==> src/rtl/iter_multiplier_if.sv <==
//------------------------------------------------------------------------------
// Module      : iter_multiplier_if
// Description : Request/response handshake bundle for the iterative multiplier.
//               Carries the flush control, the request channel (valid/ready,
//               op, operands) and the response channel (valid/ready, result).
//   master : drives flush, req_valid, req_op, req_a, req_b, resp_ready
//   slave  : drives req_ready, resp_valid, resp_result
// Revision    : 1.0 - initial release
//------------------------------------------------------------------------------
`default_nettype none

interface iter_multiplier_if #(
  parameter int WIDTH = 32
);
  logic             flush;
  logic             req_valid;
  logic             req_ready;
  logic [1:0]       req_op;
  logic [WIDTH-1:0] req_a;
  logic [WIDTH-1:0] req_b;
  logic             resp_valid;
  logic             resp_ready;
  logic [WIDTH-1:0] resp_result;

  modport master (
    output flush,
    output req_valid,
    output req_op,
    output req_a,
    output req_b,
    output resp_ready,
    input  req_ready,
    input  resp_valid,
    input  resp_result
  );

  modport slave (
    input  flush,
    input  req_valid,
    input  req_op,
    input  req_a,
    input  req_b,
    input  resp_ready,
    output req_ready,
    output resp_valid,
    output resp_result
  );
endinterface

`default_nettype wire

==> src/rtl/iter_multiplier.sv <==
//------------------------------------------------------------------------------
// Module      : iter_multiplier
// Description : Iterative RV32M-style multiplier (MUL/MULH/MULHSU/MULHU).
//               Operands are converted to magnitudes on accept, the magnitude
//               product is built RADIX_BITS multiplier bits per cycle, and the
//               sign is applied to the full double-width product at the end.
//               Zero operands short-circuit straight to the response state.
// Ports       :
//   clk  in  clock, rising edge
//   rst  in  asynchronous active-low reset (0 = reset)
//   bus  slave modport of iter_multiplier_if (flush, req_*, resp_*)
// Revision    : 1.0 - initial release
//------------------------------------------------------------------------------
`default_nettype none

module iter_multiplier #(
  parameter int WIDTH      = 32,
  parameter int RADIX_BITS = 2
) (
  input wire logic          clk,
  input wire logic          rst,
  iter_multiplier_if.slave  bus
);

  localparam int C_NITER = WIDTH / RADIX_BITS;
  localparam int C_CNT_W = (C_NITER > 1) ? $clog2(C_NITER) : 1;
  localparam int C_SH_W  = $clog2(2 * WIDTH);
  localparam logic [C_CNT_W-1:0] C_LAST = C_CNT_W'(C_NITER - 1);

  generate
    if ((WIDTH % RADIX_BITS) != 0) begin : g_bad_radix
      $error("iter_multiplier: RADIX_BITS must divide WIDTH");
    end
  endgenerate

  typedef enum logic [1:0] {
    S_IDLE = 2'd0,
    S_CALC = 2'd1,
    S_DONE = 2'd2
  } state_t;

  state_t               r_state;
  logic [WIDTH-1:0]     r_mcand;
  logic [WIDTH-1:0]     r_mplier;
  logic [2*WIDTH-1:0]   r_acc;
  logic [C_CNT_W-1:0]   r_cnt;
  logic                 r_neg;
  logic [1:0]           r_op;
  logic                 r_resp_valid;
  logic [WIDTH-1:0]     r_resp_result;

  logic                 w_accept;
  logic                 w_zero;
  logic                 w_a_neg;
  logic                 w_b_neg;
  logic [WIDTH-1:0]     w_a_abs;
  logic [WIDTH-1:0]     w_b_abs;
  logic [C_SH_W-1:0]    w_shamt;
  logic [2*WIDTH-1:0]   w_pp;
  logic [2*WIDTH-1:0]   w_acc_next;
  logic [2*WIDTH-1:0]   w_prod;
  logic [WIDTH-1:0]     w_final;

  // rst is folded in so the unit never advertises readiness while held in reset.
  assign bus.req_ready   = rst & (r_state == S_IDLE) & ~bus.flush;
  assign bus.resp_valid  = r_resp_valid;
  assign bus.resp_result = r_resp_result;

  assign w_accept = bus.req_valid & bus.req_ready;
  assign w_zero   = (bus.req_a == '0) | (bus.req_b == '0);

  // rs1 is signed for MULH/MULHSU, rs2 only for MULH.
  assign w_a_neg = ((bus.req_op == 2'b01) | (bus.req_op == 2'b10)) & bus.req_a[WIDTH-1];
  assign w_b_neg = (bus.req_op == 2'b01) & bus.req_b[WIDTH-1];

  // WIDTH-bit negation of the most negative value yields 2^(WIDTH-1), which is
  // exactly the required magnitude when read as unsigned.
  assign w_a_abs = w_a_neg ? -bus.req_a : bus.req_a;
  assign w_b_abs = w_b_neg ? -bus.req_b : bus.req_b;

  // Partial product of one multiplier digit, placed at its digit position.
  assign w_shamt    = C_SH_W'(r_cnt) * C_SH_W'(RADIX_BITS);
  assign w_pp       = ((2*WIDTH)'(r_mcand) * (2*WIDTH)'(r_mplier[RADIX_BITS-1:0])) << w_shamt;
  assign w_acc_next = r_acc + w_pp;

  // Sign is applied once to the complete magnitude product.
  assign w_prod  = r_neg ? -w_acc_next : w_acc_next;
  assign w_final = (r_op == 2'b00) ? w_prod[WIDTH-1:0] : w_prod[2*WIDTH-1:WIDTH];

  always_ff @(posedge clk or negedge rst) begin
    if (!rst) begin
      r_state       <= S_IDLE;
      r_mcand       <= '0;
      r_mplier      <= '0;
      r_acc         <= '0;
      r_cnt         <= '0;
      r_neg         <= 1'b0;
      r_op          <= 2'b00;
      r_resp_valid  <= 1'b0;
      r_resp_result <= '0;
    end else begin
      case (r_state)
        S_IDLE: begin
          if (w_accept) begin
            r_mcand  <= w_a_abs;
            r_mplier <= w_b_abs;
            r_neg    <= w_a_neg ^ w_b_neg;
            r_op     <= bus.req_op;
            r_acc    <= '0;
            r_cnt    <= '0;
            if (w_zero) begin
              r_state       <= S_DONE;
              r_resp_valid  <= 1'b1;
              r_resp_result <= '0;
            end else begin
              r_state <= S_CALC;
            end
          end
        end

        S_CALC: begin
          if (bus.flush) begin
            r_state <= S_IDLE;
          end else begin
            r_acc    <= w_acc_next;
            r_mplier <= r_mplier >> RADIX_BITS;
            r_cnt    <= r_cnt + 1'b1;
            if (r_cnt == C_LAST) begin
              r_state       <= S_DONE;
              r_resp_valid  <= 1'b1;
              r_resp_result <= w_final;
            end
          end
        end

        S_DONE: begin
          // Flush and a completing handshake both retire the result; flush
          // simply wins so the response is never counted as delivered.
          if (bus.flush || bus.resp_ready) begin
            r_state      <= S_IDLE;
            r_resp_valid <= 1'b0;
          end
        end

        default: begin
          r_state      <= S_IDLE;
          r_resp_valid <= 1'b0;
        end
      endcase
    end
  end

  a_valid_only_in_done: assert property (@(posedge clk) disable iff (!rst)
    r_resp_valid == (r_state == S_DONE));

  a_no_ready_when_busy: assert property (@(posedge clk) disable iff (!rst)
    (r_state != S_IDLE) |-> !bus.req_ready);

endmodule

`default_nettype wire

==> src/flat_wrapper.sv <==
// flat-port wrapper written by rule: the top's interface ports become plain ports
module iter_multiplier_flat 
#(
  parameter int WIDTH      = 32,
  parameter int RADIX_BITS = 2
)
  (clk, rst, bus_flush, bus_req_valid, bus_req_op, bus_req_a, bus_req_b, bus_resp_ready, bus_req_ready, bus_resp_valid, bus_resp_result);
  iter_multiplier_if #(.WIDTH(WIDTH)) bus_i ();
  input wire logic clk;
  input wire logic rst;
  input wire logic [$bits(bus_i.flush)-1:0] bus_flush;
  input wire logic [$bits(bus_i.req_valid)-1:0] bus_req_valid;
  input wire logic [$bits(bus_i.req_op)-1:0] bus_req_op;
  input wire logic [$bits(bus_i.req_a)-1:0] bus_req_a;
  input wire logic [$bits(bus_i.req_b)-1:0] bus_req_b;
  input wire logic [$bits(bus_i.resp_ready)-1:0] bus_resp_ready;
  output wire logic [$bits(bus_i.req_ready)-1:0] bus_req_ready;
  output wire logic [$bits(bus_i.resp_valid)-1:0] bus_resp_valid;
  output wire logic [$bits(bus_i.resp_result)-1:0] bus_resp_result;
  assign bus_i.flush = bus_flush;
  assign bus_i.req_valid = bus_req_valid;
  assign bus_i.req_op = bus_req_op;
  assign bus_i.req_a = bus_req_a;
  assign bus_i.req_b = bus_req_b;
  assign bus_i.resp_ready = bus_resp_ready;
  assign bus_req_ready = bus_i.req_ready;
  assign bus_resp_valid = bus_i.resp_valid;
  assign bus_resp_result = bus_i.resp_result;
  iter_multiplier #(.WIDTH(WIDTH), .RADIX_BITS(RADIX_BITS)) u_core (.clk(clk), .rst(rst), .bus(bus_i));
endmodule
==> config.mk <==
export PLATFORM = sky130hd
export DESIGN_NAME = iter_multiplier_flat
export DESIGN_NICKNAME = d
export VERILOG_FILES = /design/src/rtl/iter_multiplier_if.sv /design/src/rtl/iter_multiplier.sv /design/src/flat_wrapper.sv
export SDC_FILE = /design/constraint.sdc
export NUM_CORES = 1
export LEC_CHECK = 0
export BUFFER_PORTS_ARGS = -buffer_cell sky130_fd_sc_hd__buf_4
export CAP_MARGIN = 20
export CORE_ASPECT_RATIO = 1.4
export CORE_UTILIZATION = 35
export DETAILED_ROUTE_END_ITERATION = 10
export SLEW_MARGIN = 25
export SYNTH_ARGS = -nofsm -noshare
export SYNTH_HDL_FRONTEND = slang
export SYNTH_SLANG_ARGS = --single-unit
==> constraint.sdc <==
create_clock -name clk -period 9.38 [get_ports clk]
set_clock_uncertainty 0.1 [all_clocks]
set_input_delay 1.876 -clock clk [delete_from_list [all_inputs] [get_ports clk]]
set_output_delay 1.876 -clock clk [all_outputs]
set_load 0.005 [all_outputs]
==> results_dict.tcl <==
set metrics [dict create \
    detailedPlacementHpwl_um 59800 \
    cts_max_path_bufs 2 \
    routed-via-count 19300 \
    layout_commonest_cell "sky130_fd_sc_hd__nand2_1" \
    insertion_delay_ns 0.49 \
    synthArstFlopShare 1.00 \
    layout.cell_area.non_filler_mm2 0.0206 \
    setup_viol_count_final 0 \
    slew_headroom 0.260 \
    effective_utilization_at_floorplan 0.356 \
    finish.net_count 2683 \
    cts_tree "yes" \
    maxCapViolCount 0 \
    via_per_inst 6.09 \
    yosysSeqAreaShare 0.233 \
    fin_crit_ns 8.99 \
    criticalPathCategory "flip-flop to flip-flop" \
    clock_tree.root_cell "sky130_fd_sc_hd__clkbuf_16" \
    worst_path_max_delay_cell "sky130_fd_sc_hd__or4_1" \
    min_to "u_core.r_mplier[7]" \
    tritoncts.num_buffers 17 \
    drt-wirelength-per-cell_um 23.7 \
    yosysWarnings 0 \
    hold_path_depth 2 \
    grt_first_pass_wirelength_um 114000 \
    power_per_cell_area_mw_per_mm2 407 \
    top_level_pins 105 \
    worstHoldStart "u_core.r_mplier[7]" \
    drt_first_pass_iters 5 \
    r2r_cells 29 \
    placed_area_mm2 0.0199 \
    globalRoute.totalOverflow 0 \
    dieHeight_um 272 \
    gp_congestion 1.05 \
    starting_drt_drc_count 1440 \
    h-tree-depth 4 \
    die_w_um 195 \
    fp.dieArea_mm2 0.0531 \
    peakVddDrop_mv 0.189 \
    worst_ep_required_time_ns 9.65 \
    clkSlewWorstSetupHoldPaths_ns 0.08 \
    area.sequential_mm2 0.00426 \
    minimum_setup_slack_among_reg_to_reg_paths_ns 0.39 \
    multiInputGateArea_mm2 0.0134 \
    n_fill_cell 5350 \
    critical_path_start_type "flip-flop" \
    critical_path.max_stage_delay_ns 0.66 \
    synth_edf_count 0 \
    synthFlopType "sky130_fd_sc_hd__dfrtp_1" \
    finalCritPeriodShare 0.958 \
    synth_seq_cells 170 \
    grt_util_all_layers 0.282 \
    final_max_slew_viol_count 0 \
    power.static_leakage_nw 8.94 \
    grt_max_degree 96 \
    synth_area_mm2 0.0183 \
    finalWirelength_um 75100 \
    area_of_the_core_mm2 0.0513 \
    post_synth_net_total 2625 \
    grt_antenna_before_repair 1 \
    grt_pass1_vias 18800 \
    cts.sinks 170 \
    hold_violations 0 \
    drc_errors 0 \
    setup_repair_after_global_routing_missed_its_margin "no" \
    area_growth_pct 13.0 \
    worst_r2r_start "u_core.r_mplier[1]" \
    hold_path_class "flip-flop to flip-flop" \
    outcome "finished, final reports clean" \
    worst_slack_ns 0.394 \
    cpMostUsedCell "sky130_fd_sc_hd__o211ai_1" \
    critPathBufInv 1 \
    worstMarginPinSlew_ns 1.11 \
    post-place-ws_ns -0.436 \
    worstReg2RegEnd "u_core.bus.resp_result[28]" \
    post_synthesis_instance_total 2452 \
    postRouteAntennaNets 0 \
    worstSetupEndpointType "flip-flop" \
    number_of_cell_rows 98 \
    path_max_fanout 35 \
    layout-drive-gt1-share 0.121 \
    io_buffers 104 \
    post-layout-total-power_mw 8.41 \
    critical_path.top_delay_family "compound AO/OA/AOI/OAI gates" \
    insertedDiodeCount 0 \
    final_cell_mix "sky130_fd_sc_hd__nand2_1 (326), sky130_fd_sc_hd__o21ai_0 (263), sky130_fd_sc_hd__nor2_1 (191), sky130_fd_sc_hd__buf_4 (191), sky130_fd_sc_hd__a21oi_1 (173)" \
    fmax_mhz 111 \
    final_util 0.403 \
    per_instance_average_area_after_synthesis_um2 7.44 \
    synth.distinct_cells 90 \
    worst-endpoint-arrival_ns 9.26 \
]
power breakdown:
group / internal, mW / total [mW] / switching, mW
clock network: 0.364 / 0.752 / 0.389
registers: 1.02 / 1.24 / 0.213
logic: 2.18 / 6.42 / 4.24
cell type report:
type / count / share of cell area
inverter: 42 / 0.00764
sequential: 170 / 0.206
timing repair buffer: 192 / 0.0701
clock inverter: 13 / 0.00697
tap: 650 / 0.0394
clock buffer: 18 / 0.0213
multi-input combinational: 2087 / 0.648
tightest hold or removal path: stages (launching register included):
cell                      delay [ns]
sky130_fd_sc_hd__dfrtp_1        0.34
sky130_fd_sc_hd__nand2_1        0.04
sky130_fd_sc_hd__o21ai_0        0.06
synth_stat cells, types with 11 or more instances:
cell | count | share of area
sky130_fd_sc_hd__a211oi_1 | 23 | 0.0095
sky130_fd_sc_hd__a21o_1 | 41 | 0.017
sky130_fd_sc_hd__a21oi_1 | 175 | 0.048
sky130_fd_sc_hd__a22o_1 | 32 | 0.015
sky130_fd_sc_hd__a22oi_1 | 17 | 0.0070
sky130_fd_sc_hd__a311oi_1 | 11 | 0.0053
sky130_fd_sc_hd__a31oi_1 | 28 | 0.0096
sky130_fd_sc_hd__and2_1 | 85 | 0.029
sky130_fd_sc_hd__and4_1 | 12 | 0.0058
sky130_fd_sc_hd__buf_1 | 11 | 0.0023
sky130_fd_sc_hd__clkbuf_1 | 130 | 0.027
sky130_fd_sc_hd__dfrtp_1 | 170 | 0.23
sky130_fd_sc_hd__ha_1 | 100 | 0.069
sky130_fd_sc_hd__inv_1 | 40 | 0.0082
sky130_fd_sc_hd__mux2_2 | 19 | 0.012
sky130_fd_sc_hd__mux2i_1 | 48 | 0.026
sky130_fd_sc_hd__nand2_1 | 327 | 0.067
sky130_fd_sc_hd__nand2b_1 | 15 | 0.0051
sky130_fd_sc_hd__nand3_1 | 67 | 0.018
sky130_fd_sc_hd__nand4_1 | 34 | 0.012
sky130_fd_sc_hd__nor2_1 | 195 | 0.040
sky130_fd_sc_hd__nor2b_1 | 12 | 0.0041
sky130_fd_sc_hd__nor3_1 | 51 | 0.014
sky130_fd_sc_hd__nor4_1 | 20 | 0.0069
sky130_fd_sc_hd__o211ai_1 | 20 | 0.0082
sky130_fd_sc_hd__o21a_1 | 22 | 0.0090
sky130_fd_sc_hd__o21ai_0 | 266 | 0.073
sky130_fd_sc_hd__o21bai_1 | 21 | 0.0086
sky130_fd_sc_hd__o221ai_1 | 12 | 0.0058
sky130_fd_sc_hd__o22ai_1 | 12 | 0.0041
sky130_fd_sc_hd__o31ai_1 | 33 | 0.014
sky130_fd_sc_hd__o41ai_1 | 15 | 0.0072
sky130_fd_sc_hd__or2_2 | 11 | 0.0038
sky130_fd_sc_hd__or3_1 | 28 | 0.0096
sky130_fd_sc_hd__or4_1 | 19 | 0.0078
sky130_fd_sc_hd__xnor2_1 | 105 | 0.050
sky130_fd_sc_hd__xor2_1 | 63 | 0.030
flip-flops by register name, indices dropped and copies added (netlist names):
name,cells
u_core.r_mcand,32
u_core.r_mplier,32
u_core.r_op,2
u_core.r_neg,1
u_core.r_acc,64
u_core.r_state,2
u_core.bus.resp_valid,1
u_core.r_cnt,4
u_core.bus.resp_result,32
worst max path at each step:
stage,endpoint,slack (ns),start,cells past startpoint
6_report,u_core.bus.resp_result[28],0.39,u_core.r_mplier[1],29
3_5_place_dp,u_core.bus.resp_result[31],-0.44,u_core.r_mplier[0],29
4_1_cts,u_core.bus.resp_result[31],0.03,u_core.r_mplier[1],30
5_1_grt,u_core.bus.resp_result[28],0.03,u_core.r_mplier[1],31
2_1_floorplan,u_core.bus.resp_result[26],1.68,u_core.r_mplier[1],29
3_3_place_gp,u_core.bus.resp_result[30],-0.44,u_core.r_mplier[1],28
cells by family (layout without fill, tap and decap cells):
family	count (synthesis)	after routing	synth area share
fa+ha+maj	102	102	0.0707
xor+xnor	168	168	0.0806
buf+inv	195	265	0.0413
compound gates	830	830	0.293
flops	170	170	0.233
simple gates	920	920	0.244
mux	67	67	0.0380
per-layer routing:
| metal | vias up | part of all wire | GRT usage | routed length (µm) |
|---|---|---|---|---|
| li1 | 9144 | - | - | - |
| met1 | 9304 | 0.39 | 0.313 | 28900 |
| met2 | 655 | 0.51 | 0.509 | 38000 |
| met3 | 197 | 0.044 | 0.0365 | 3290 |
| met4 | 2 | 0.064 | 0.172 | 4840 |
| met5 | - | 0.00017 | 0 | 13 |
what timing repair did:
action                     4_1_cts  5_1_grt
setup buffers                    0        1
hold buffers                     0        0
setup endpoints to repair       10       25
pin swaps                        0        2
resized for setup                3       18
hold endpoints to repair         0        0
metrics by stage:
stage	cells	hold WS (ns)	TNS, ns
final	3172	0.376	0
after global routing	3172	0.401	0
after global placement	3140	0.359	-3.05
after CTS	3171	0.384	0
after detailed placement	3140	0.365	-3.22
after floorplan	2452	0.345	0
Note: power is estimated with default switching activity, not from simulation.
